===== src/rtl/tx_word_arbiter_if.sv =====
// Requester-side and transmitter-side signals of the shared UART word arbiter.
// master is the arbiter's view; slave is the view of the requesters and transmitter.
interface tx_word_arbiter_if #(
    parameter int unsigned NUM_REQ = 4
);
    localparam int unsigned GW = $clog2(NUM_REQ);

    logic [16*NUM_REQ-1:0] req_data;
    logic [NUM_REQ-1:0]    req_valid;
    logic [NUM_REQ-1:0]    req_ready;
    logic [NUM_REQ-1:0]    req_done;
    logic [15:0]           tx_data;
    logic                  tx_valid;
    logic                  tx_done;
    logic [GW-1:0]         grant_id;
    logic                  busy;
    logic                  timeout_err;

    modport master (
        input  req_data, req_valid, tx_done,
        output req_ready, req_done, tx_data, tx_valid, grant_id, busy, timeout_err
    );

    modport slave (
        output req_data, req_valid, tx_done,
        input  req_ready, req_done, tx_data, tx_valid, grant_id, busy, timeout_err
    );
endinterface


===== src/rtl/tx_word_arbiter.sv =====
// Round-robin arbiter sharing one 16-bit UART word transmitter among NUM_REQ requesters,
// with a saturating watchdog that aborts a transfer whose completion never arrives.
module tx_word_arbiter #(
    parameter int unsigned NUM_REQ        = 4,
    parameter int unsigned TIMEOUT_CYCLES = 16384
) (
    input logic               clk,
    input logic               rst,
    tx_word_arbiter_if.master bus
);
    localparam int unsigned GW = $clog2(NUM_REQ);
    localparam int unsigned WW = $clog2(TIMEOUT_CYCLES + 1);
    localparam logic [WW-1:0] WdogLast = WW'(TIMEOUT_CYCLES - 1);

    typedef enum logic [1:0] {StIdle, StWait, StGap} state_e;

    state_e               state_q, state_d;
    logic [GW-1:0]        last_grant_q, last_grant_d;
    logic [GW-1:0]        grant_q, grant_d;
    logic [GW-1:0]        winner;
    logic                 any_valid;
    logic                 expire;
    logic [WW-1:0]        wdog_q, wdog_d;
    logic [15:0]          tx_data_q, tx_data_d;
    logic                 tx_valid_q, tx_valid_d;
    logic                 timeout_q, timeout_d;
    logic                 busy_q, busy_d;
    logic [NUM_REQ-1:0]   ready_q, ready_d;
    logic [NUM_REQ-1:0]   done_q, done_d;

    // Search upward from the requester after the last grant, wrapping at NUM_REQ.
    always_comb begin
        logic [31:0]   idx;
        logic [GW-1:0] cand;
        winner    = '0;
        any_valid = 1'b0;
        idx       = '0;
        cand      = '0;
        for (int unsigned k = 1; k <= NUM_REQ; k++) begin
            idx = 32'(last_grant_q) + k;
            if (idx >= NUM_REQ) begin
                idx = idx - NUM_REQ;
            end
            cand = GW'(idx);
            if (!any_valid && bus.req_valid[cand]) begin
                any_valid = 1'b1;
                winner    = cand;
            end
        end
    end

    assign expire = (wdog_q == WdogLast);

    always_ff @(posedge clk) begin
        if (rst) begin
            state_q <= StIdle;
        end else begin
            state_q <= state_d;
        end
    end

    always_comb begin
        state_d = state_q;
        unique case (state_q)
            StIdle:  if (any_valid) state_d = StWait;
            StWait:  if (bus.tx_done || expire) state_d = StGap;
            StGap:   state_d = StIdle;
            default: state_d = StIdle;
        endcase
    end

    always_comb begin
        tx_valid_d   = 1'b0;
        ready_d      = '0;
        done_d       = '0;
        timeout_d    = 1'b0;
        tx_data_d    = tx_data_q;
        grant_d      = grant_q;
        last_grant_d = last_grant_q;
        wdog_d       = wdog_q;
        unique case (state_q)
            StIdle: begin
                if (any_valid) begin
                    for (int unsigned i = 0; i < NUM_REQ; i++) begin
                        if (winner == GW'(i)) begin
                            tx_data_d = bus.req_data[16*i +: 16];
                        end
                    end
                    grant_d    = winner;
                    tx_valid_d = 1'b1;
                    ready_d    = NUM_REQ'(1) << winner;
                    wdog_d     = '0;
                end
            end
            StWait: begin
                if (wdog_q != '1) begin
                    wdog_d = wdog_q + 1'b1;
                end
                // Completion beats a watchdog expiry landing in the same cycle.
                if (bus.tx_done) begin
                    done_d       = NUM_REQ'(1) << grant_q;
                    last_grant_d = grant_q;
                end else if (expire) begin
                    timeout_d    = 1'b1;
                    last_grant_d = grant_q;
                end
            end
            default: ;
        endcase
        busy_d = (state_d != StIdle);
    end

    always_ff @(posedge clk) begin
        if (rst) begin
            tx_data_q    <= '0;
            tx_valid_q   <= 1'b0;
            ready_q      <= '0;
            done_q       <= '0;
            timeout_q    <= 1'b0;
            busy_q       <= 1'b0;
            grant_q      <= '0;
            last_grant_q <= GW'(NUM_REQ - 1);
            wdog_q       <= '0;
        end else begin
            tx_data_q    <= tx_data_d;
            tx_valid_q   <= tx_valid_d;
            ready_q      <= ready_d;
            done_q       <= done_d;
            timeout_q    <= timeout_d;
            busy_q       <= busy_d;
            grant_q      <= grant_d;
            last_grant_q <= last_grant_d;
            wdog_q       <= wdog_d;
        end
    end

    assign bus.tx_data     = tx_data_q;
    assign bus.tx_valid    = tx_valid_q;
    assign bus.req_ready   = ready_q;
    assign bus.req_done    = done_q;
    assign bus.timeout_err = timeout_q;
    assign bus.busy        = busy_q;
    assign bus.grant_id    = grant_q;
endmodule

===== src/flat_wrapper.sv =====
// flat-port wrapper written by rule: the top's interface ports become plain ports
module tx_word_arbiter_flat 
#(
    parameter int unsigned NUM_REQ        = 4,
    parameter int unsigned TIMEOUT_CYCLES = 16384
)
  (clk, rst, bus_req_data, bus_req_valid, bus_tx_done, bus_req_ready, bus_req_done, bus_tx_data, bus_tx_valid, bus_grant_id, bus_busy, bus_timeout_err);
  tx_word_arbiter_if #(.NUM_REQ(NUM_REQ)) bus_i ();
  input logic clk;
  input logic rst;
  input wire logic [$bits(bus_i.req_data)-1:0] bus_req_data;
  input wire logic [$bits(bus_i.req_valid)-1:0] bus_req_valid;
  input wire logic [$bits(bus_i.tx_done)-1:0] bus_tx_done;
  output wire logic [$bits(bus_i.req_ready)-1:0] bus_req_ready;
  output wire logic [$bits(bus_i.req_done)-1:0] bus_req_done;
  output wire logic [$bits(bus_i.tx_data)-1:0] bus_tx_data;
  output wire logic [$bits(bus_i.tx_valid)-1:0] bus_tx_valid;
  output wire logic [$bits(bus_i.grant_id)-1:0] bus_grant_id;
  output wire logic [$bits(bus_i.busy)-1:0] bus_busy;
  output wire logic [$bits(bus_i.timeout_err)-1:0] bus_timeout_err;
  assign bus_i.req_data = bus_req_data;
  assign bus_i.req_valid = bus_req_valid;
  assign bus_i.tx_done = bus_tx_done;
  assign bus_req_ready = bus_i.req_ready;
  assign bus_req_done = bus_i.req_done;
  assign bus_tx_data = bus_i.tx_data;
  assign bus_tx_valid = bus_i.tx_valid;
  assign bus_grant_id = bus_i.grant_id;
  assign bus_busy = bus_i.busy;
  assign bus_timeout_err = bus_i.timeout_err;
  tx_word_arbiter #(.NUM_REQ(NUM_REQ), .TIMEOUT_CYCLES(TIMEOUT_CYCLES)) u_core (.clk(clk), .rst(rst), .bus(bus_i));
endmodule

===== config.mk =====
export PLATFORM = sky130hd
export DESIGN_NAME = tx_word_arbiter_flat
export DESIGN_NICKNAME = d
export VERILOG_FILES = /design/src/rtl/tx_word_arbiter_if.sv /design/src/rtl/tx_word_arbiter.sv /design/src/flat_wrapper.sv
export SDC_FILE = /design/constraint.sdc
export NUM_CORES = 1
export LEC_CHECK = 0
export ABC_AREA = 0
export CORE_UTILIZATION = 35
export DETAILED_ROUTE_END_ITERATION = 6
export PLACE_DENSITY_LB_ADDON = 0.15
export SKIP_LAST_GASP = 1
export SYNTH_ARGS = -nofsm -noshare
export SYNTH_HDL_FRONTEND = slang
export SYNTH_SLANG_ARGS = --single-unit

===== constraint.sdc =====
create_clock -name clk -period 1.65 [get_ports clk]
set_input_delay 0.165 -clock clk [delete_from_list [all_inputs] [get_ports clk]]
set_output_delay 0.165 -clock clk [all_outputs]
set_load 0.005 [all_outputs]

; ---- Word level (Yosys, flattened, before mapping)
; Cells that the tools add are included.
; W data, S select, Z words.
[classes]
addsub = 9
n_mul = 0
div = 0
order_cmp = 8
n_eq_ne = 8
n_shift = 2
mux = 34
bitwise = 4
reduce_logical = 21
[op_table]
columns = cell, count
row1 = $mux W16, 4
row2 = $mux W15, 2
row3 = $pmux W15 S2, 1
row4 = $mux W2, 12
row5 = $add A15 B1 Y15 const B, 1
row6 = $eq A15 B14 Y1 const B, 1
row7 = $ne A15 B15 Y1 const B, 1
row8 = $lt A2 B3 Y1 const B, 4
row9 = $mux W1, 10
row10 = $ge A3 B3 Y1 const B, 3
row11 = $reduce_or A3 Y1, 3
row12 = $bmux W1 S2, 4
row13 = $shl A1 B2 Y4 const A, 2
row14 = $sub A2 B1 Y2 const B, 4
row15 = $add A2 B2 Y3 const B, 2
row16 = $reduce_and A3 Y1, 2
row17 = $reduce_bool A2 Y1, 3
row18 = $add A2 B3 Y4 const B, 1
row19 = $eq A2 B1 Y1 const B, 2
row20 = $eq A2 B2 Y1 const B, 2
row21 = $ge A4 B3 Y1 const B, 1
row22 = $logic_not A2 Y1, 2
row23 = $ne A2 B1 Y1 const B, 2
row24 = $not A1 Y1, 4
row25 = 8 further kinds, 13
[totals]
ff_bits = 48
latchBits = 0
mem_bits_rw = 0
rom_bits = 0
out_inout_bits = 29
memories = 0

; ---- Longest topological paths before layout
[depth]
word_depth = 20
depth_mapped = 7
depth_no_buf = 6

; ---- Worst setup path after synthesis
; Ideal clock, no wire load.
[synth_path]
kind = register -> register
startpoint = reg u_core.last_grant_q[0]
endpoint = reg u_core.tx_data_q[0] (netlist: u_core.bus.tx_data[0])
setup_time_ns = 0.122
arrival_ns = 1.521
required_ns = 1.528
slack_ns = 0.007
stages_incl_launch_ff = 8
n_path_buf = 2
path_cell_list = dfxtp_1 nand2b_2 a311o_1 buf_6 buf_8 nand2_1 nand2_1 a221o_1
[synth_via]
elab_chain_len = 19
word_cells_on_any_way = 47
classes_between = 8 x add/sub / 4 x order compare / 3 x eq/ne / 23 x mux / 9 x reduce/logical
[synth_rtl]
columns = element, line
row1 = from (decl), tx_word_arbiter.sv:18  ; logic [GW-1:0] last_grant_q, last_grant_d;
row2 = from (signal assigned), tx_word_arbiter.sv:122  ; last_grant_q <= GW'(NUM_REQ - 1);
row3 = from (signal assigned), tx_word_arbiter.sv:132  ; last_grant_q <= last_grant_d;
row4 = $add A2 B1 Y3, tx_word_arbiter.sv:40  ; idx = 32'(last_grant_q) + k;
row5 = $ge A3 B3 Y1 or $sub A2 B1 Y2 (tied branches), "tx_word_arbiter.sv:41, tx_word_arbiter.sv:42"
row6 = $mux W2, tx_word_arbiter.sv:41  ; if (idx >= NUM_REQ) begin
row7 = $bmux W1 S2, tx_word_arbiter.sv:45  ; if (!any_valid && bus.req_valid[cand]) begin
row8 = $mux W1 (implied by the code), tx_word_arbiter.sv:45
row9 = $mux W1, tx_word_arbiter.sv:45
row10 = $logic_not A1 Y1, tx_word_arbiter.sv:45
row11 = $logic_and A1 B1 Y1, tx_word_arbiter.sv:45
row12 = $mux W1, tx_word_arbiter.sv:45
row13 = $logic_not A1 Y1, tx_word_arbiter.sv:45
row14 = $logic_and A1 B1 Y1, tx_word_arbiter.sv:45
row15 = $mux W1, tx_word_arbiter.sv:45
row16 = $logic_not A1 Y1, tx_word_arbiter.sv:45
row17 = $logic_and A1 B1 Y1, tx_word_arbiter.sv:45
row18 = $mux W2, tx_word_arbiter.sv:45
row19 = $eq A2 B1 Y1, tx_word_arbiter.sv:85  ; if (winner == GW'(i)) begin
row20 = $mux W16 (3 in a row), tx_word_arbiter.sv:85
row21 = to (signal assigned), tx_word_arbiter.sv:125  ; tx_data_q <= tx_data_d;
row22 = to (decl), tx_word_arbiter.sv:24  ; logic [15:0] tx_data_q, tx_data_d;
; Several ways; a longest one is shown, not always the timed one. The select of a mux whose other input is x is not followed.
; A chain may end at the register's enable or synchronous reset.

; ---- Final worst setup path
[layout_path]
startpoint = reg u_core.last_grant_q[0]
endpoint = reg u_core.tx_data_q[15] (netlist: u_core.bus.tx_data[15])
; Same word-level chain as after synthesis.

==> impl_metrics.ini <==
[global_route]
grt_use_total_pct = 18.8
met3_usage_pct = 7.42
met2_usage_pct = 31.4
grt_pass1_wl_microns = 10600
grt_pass1_vias = 2325
overflow = 0
grt_max_degree = 36
antenna_found_initial = 0
grt_use_met1_pct = 21.5
busiest_layer = met2

[route]
postRouteAntennaNets = 0
vias_per_cell = 4.98
wl_per_cell_microns = 13.5
initialDrtViolationCount = 101
drc = 6
drt-total-wl_microns = 6600
num_vias = 2435
dr.pass1.iters = 6

[floorplan]
die-area_sq_um = 7070
start_util_pct = 36.7
die_h_microns = 84.1
coreArea_sq_um = 6420
die_width_microns = 84.1
ios = 100
rows = 29

[worst_setup_path]
crit_fanout = 18
start_kind = flop
crit_chain = nand2b_2 > buf_4 > and3_1 > nor2_1 > o21a_1 > buf_12 > a221o_1
critical_path_buf_inv_count = 2
cp.arrival_ns = 1.85
crit_start = u_core.last_grant_q[0]$_SDFFE_PP1P_
crit_required_ns = 1.85
cp_slowest_cell = dfxtp_2
critPathKind = reg -> reg
cp_slowest_stage_delay_ns = 0.36
setup.worst_path.end_class = flop
r2r-start = u_core.last_grant_q[0]$_SDFFE_PP1P_
critPathTopFamily = compound AO/OA/AOI/OAI gates

[yosys]
synth-edff-count = 0
syn_inst = 289
yosysMostFrequentCell = nand2_1
synth-seq-cells = 48
syn_area_sq_um = 2360
synth_ff_type = dfxtp_1
synthAdderAreaFrac_pct = 0.531
synthXorXnorAreaFrac_pct = 4.46
synth_top_family_by_area = simple AND/OR/NAND/NOR gates
synth_top_area_share_pct = 40.8
synthSimpleGateAreaFrac_pct = 31.2
ys_types = 48
synth_fp_nets = 361
synth_compound_area_share_pct = 17.1
yosysSeqAreaShare_pct = 40.8
synthMuxAreaShare_pct = 0.425
synth_area_leader_cell = dfxtp_1
yosys_warnings = 0
ys_async_sr_fraction_pct = 0
synthTopCellsByCount = nand2_1, dfxtp_1, nor2_1
synth.avg_cell_area_sq_um = 8.16
yosys-top-cells-area = dfxtp_1, nand2_1, a221o_1

[clock_tree]
cts_made_buffers = 5
root_buffer = clkbuf_8
hold_buffers = 0
clkTransAtPathRegs_ns = 0.09
cts_tree = done
htree_levels = 2
clk_latency_ns = 0.31
clk_path_buf_depth = 2
clock_sinks = 48

[run_status]
violations = DRC
outcome = finished, violations left

[finish]
drive_gt1_share_pct = 14.1
final_core_util_pct = 58.8
fill_cells = 590
final_area_sq_um = 3780
fin_cells = 489
area_delta_synth_final_pct = 60.3
diodes = 0
final_nets = 483

[sta]
fmax_mhz = 606
slew_viol_final = 0
period_needed_ns = 1.65
worst_pin_slew_ns = 0.438
setup_viol_count_final = 0
rsz0062_at_grt = true
relSlewSlack_pct = 70.8
hold_violations = 0
fin_skew_ns = 0.00548
min_period_over_period_pct = 100

[power]
clkPwrFrac_pct = 23.8
p_int_w = 0.00214
pwr-share-comb_pct = 31.9
switching_share_pct = 28.8
power_density_nw_per_um2 = 795
total_leakage_power_nw = 1.52
ir_worst_vdd_v = 0.000392
pwr-share-seq_pct = 44.3
net-switching-power_w = 0.000867

[hold_path]
hp-class = reg -> reg
min-delay-start = u_core.wdog_q[0]$_SDFFE_PP0P_

[place]
dp_hpwl_microns = 4670
gp_congestion = 0.812
dp_cells = 478
io_buffers = 99
place_area_sq_um = 3610

[flow_run]
max-cap-violations = 0
## final timing paths
kind                                                            end  slack (ns)  depth (start not counted)
worst min register to register        u_core.wdog_q[0]$_SDFFE_PP0P_        0.48                          1
worst max register to register  u_core.bus.tx_data[15]$_SDFFE_PP0P_      0.0003                          7
worst max-delay path            u_core.bus.tx_data[15]$_SDFFE_PP0P_      0.0003                          7
worst min-delay path                  u_core.wdog_q[0]$_SDFFE_PP0P_        0.48                          1
## sequential cells by signal, summed over array words and instances (netlist names)
| signal | flops |
|---|---|
| u_core.bus.tx_valid | 1 |
| u_core.wdog_q | 15 |
| u_core.bus.tx_data | 16 |
| u_core.bus.grant_id | 2 |
| u_core.last_grant_q | 2 |
| u_core.bus.timeout_err | 1 |
| u_core.bus.req_done | 4 |
| u_core.bus.req_ready | 4 |
| u_core.bus.busy | 1 |
| u_core.state_q | 2 |
## routing by layer
metal	up-vias	wire [microns]
li1	1247	-
met1	1098	2920
met2	83	3030
met3	7	574
met4	0	76
met5	-	0
## kinds of logic after synthesis
kind of cell / after synthesis
AO/OA/AOI/OAI: 50
buffers and inverters: 20
multiplexers: 1
adder cells (fa/ha/maj): 1
flip-flops: 48
AND/OR/NAND/NOR: 157
XOR/XNOR: 12
## cell type report
type,count,area (sq um),area share [%]
flip-flops and latches,48,963,25.5
multi-input cells,221,1310,34.6
clock buffers,5,68.8,1.82
well taps,77,96.3,2.55
clock inverters,3,22.5,0.596
repair buffers,129,1300,34.3
inverters,6,22.5,0.596
## power groups by stage
| stage | sequential [W] | clock [W] | combinational (W) |
|---|---|---|---|
| 2_1_floorplan | 0.00136 | 0 | 0.000397 |
| 5_1_grt | 0.00134 | 0.000785 | 0.00104 |
| 4_1_cts | 0.00133 | 0.000738 | 0.000961 |
| 3_3_place_gp | 0.00135 | 0 | 0.000909 |
| 6_report | 0.00133 | 0.000714 | 0.000959 |
| 3_5_place_dp | 0.00135 | 0 | 0.000912 |
## layout by cell type (no fill, tap or decap), types with 2 or more instances in the layout
master           instances
nand4_1                  6
nor2_2                   2
nand2b_1                 2
and3_1                   6
nor4_1                   2
nor3b_1                  3
clkbuf_8                 5
nor3b_2                  2
a21oi_1                 18
xnor2_1                  4
nand2_1                 82
o21a_1                   3
a221o_1                 16
dfxtp_1                 46
nand2_2                  2
xor2_1                   8
nor3_1                   5
and4_1                   3
nor2_1                  25
clkdlybuf4s50_1         98
dfxtp_2                  2
buf_12                   5
buf_4                   24
inv_2                    2
and2_1                   2
inv_1                    4
nand3_1                  5
a211oi_1                 2
## per-stage QoR
step | TNS (ns) | hold WS [ns] | power, W | setup slack [ns]
global route | -0.724 | 0.503 | 0.00317 | -0.0622
finish | 0 | 0.484 | 0.00300 | 0.000264
floorplan | 0 | 0.267 | 0.00175 | 0.00684
global placement | -9.31 | 0.469 | 0.00226 | -0.365
detailed placement | -9.76 | 0.475 | 0.00227 | -0.387
CTS | -0.0384 | 0.498 | 0.00303 | -0.00934
## repair_timing
item / 4_1_cts / 5_1_grt
hold endpoints to repair: 0 / 0
pin swaps: 6 / 3
setup endpoints to repair: 16 / 18
setup buffers: 2 / 0
resized for setup: 4 / 5
cloned: 1 / 0
Note: power is estimated with default switching activity, not from simulation.
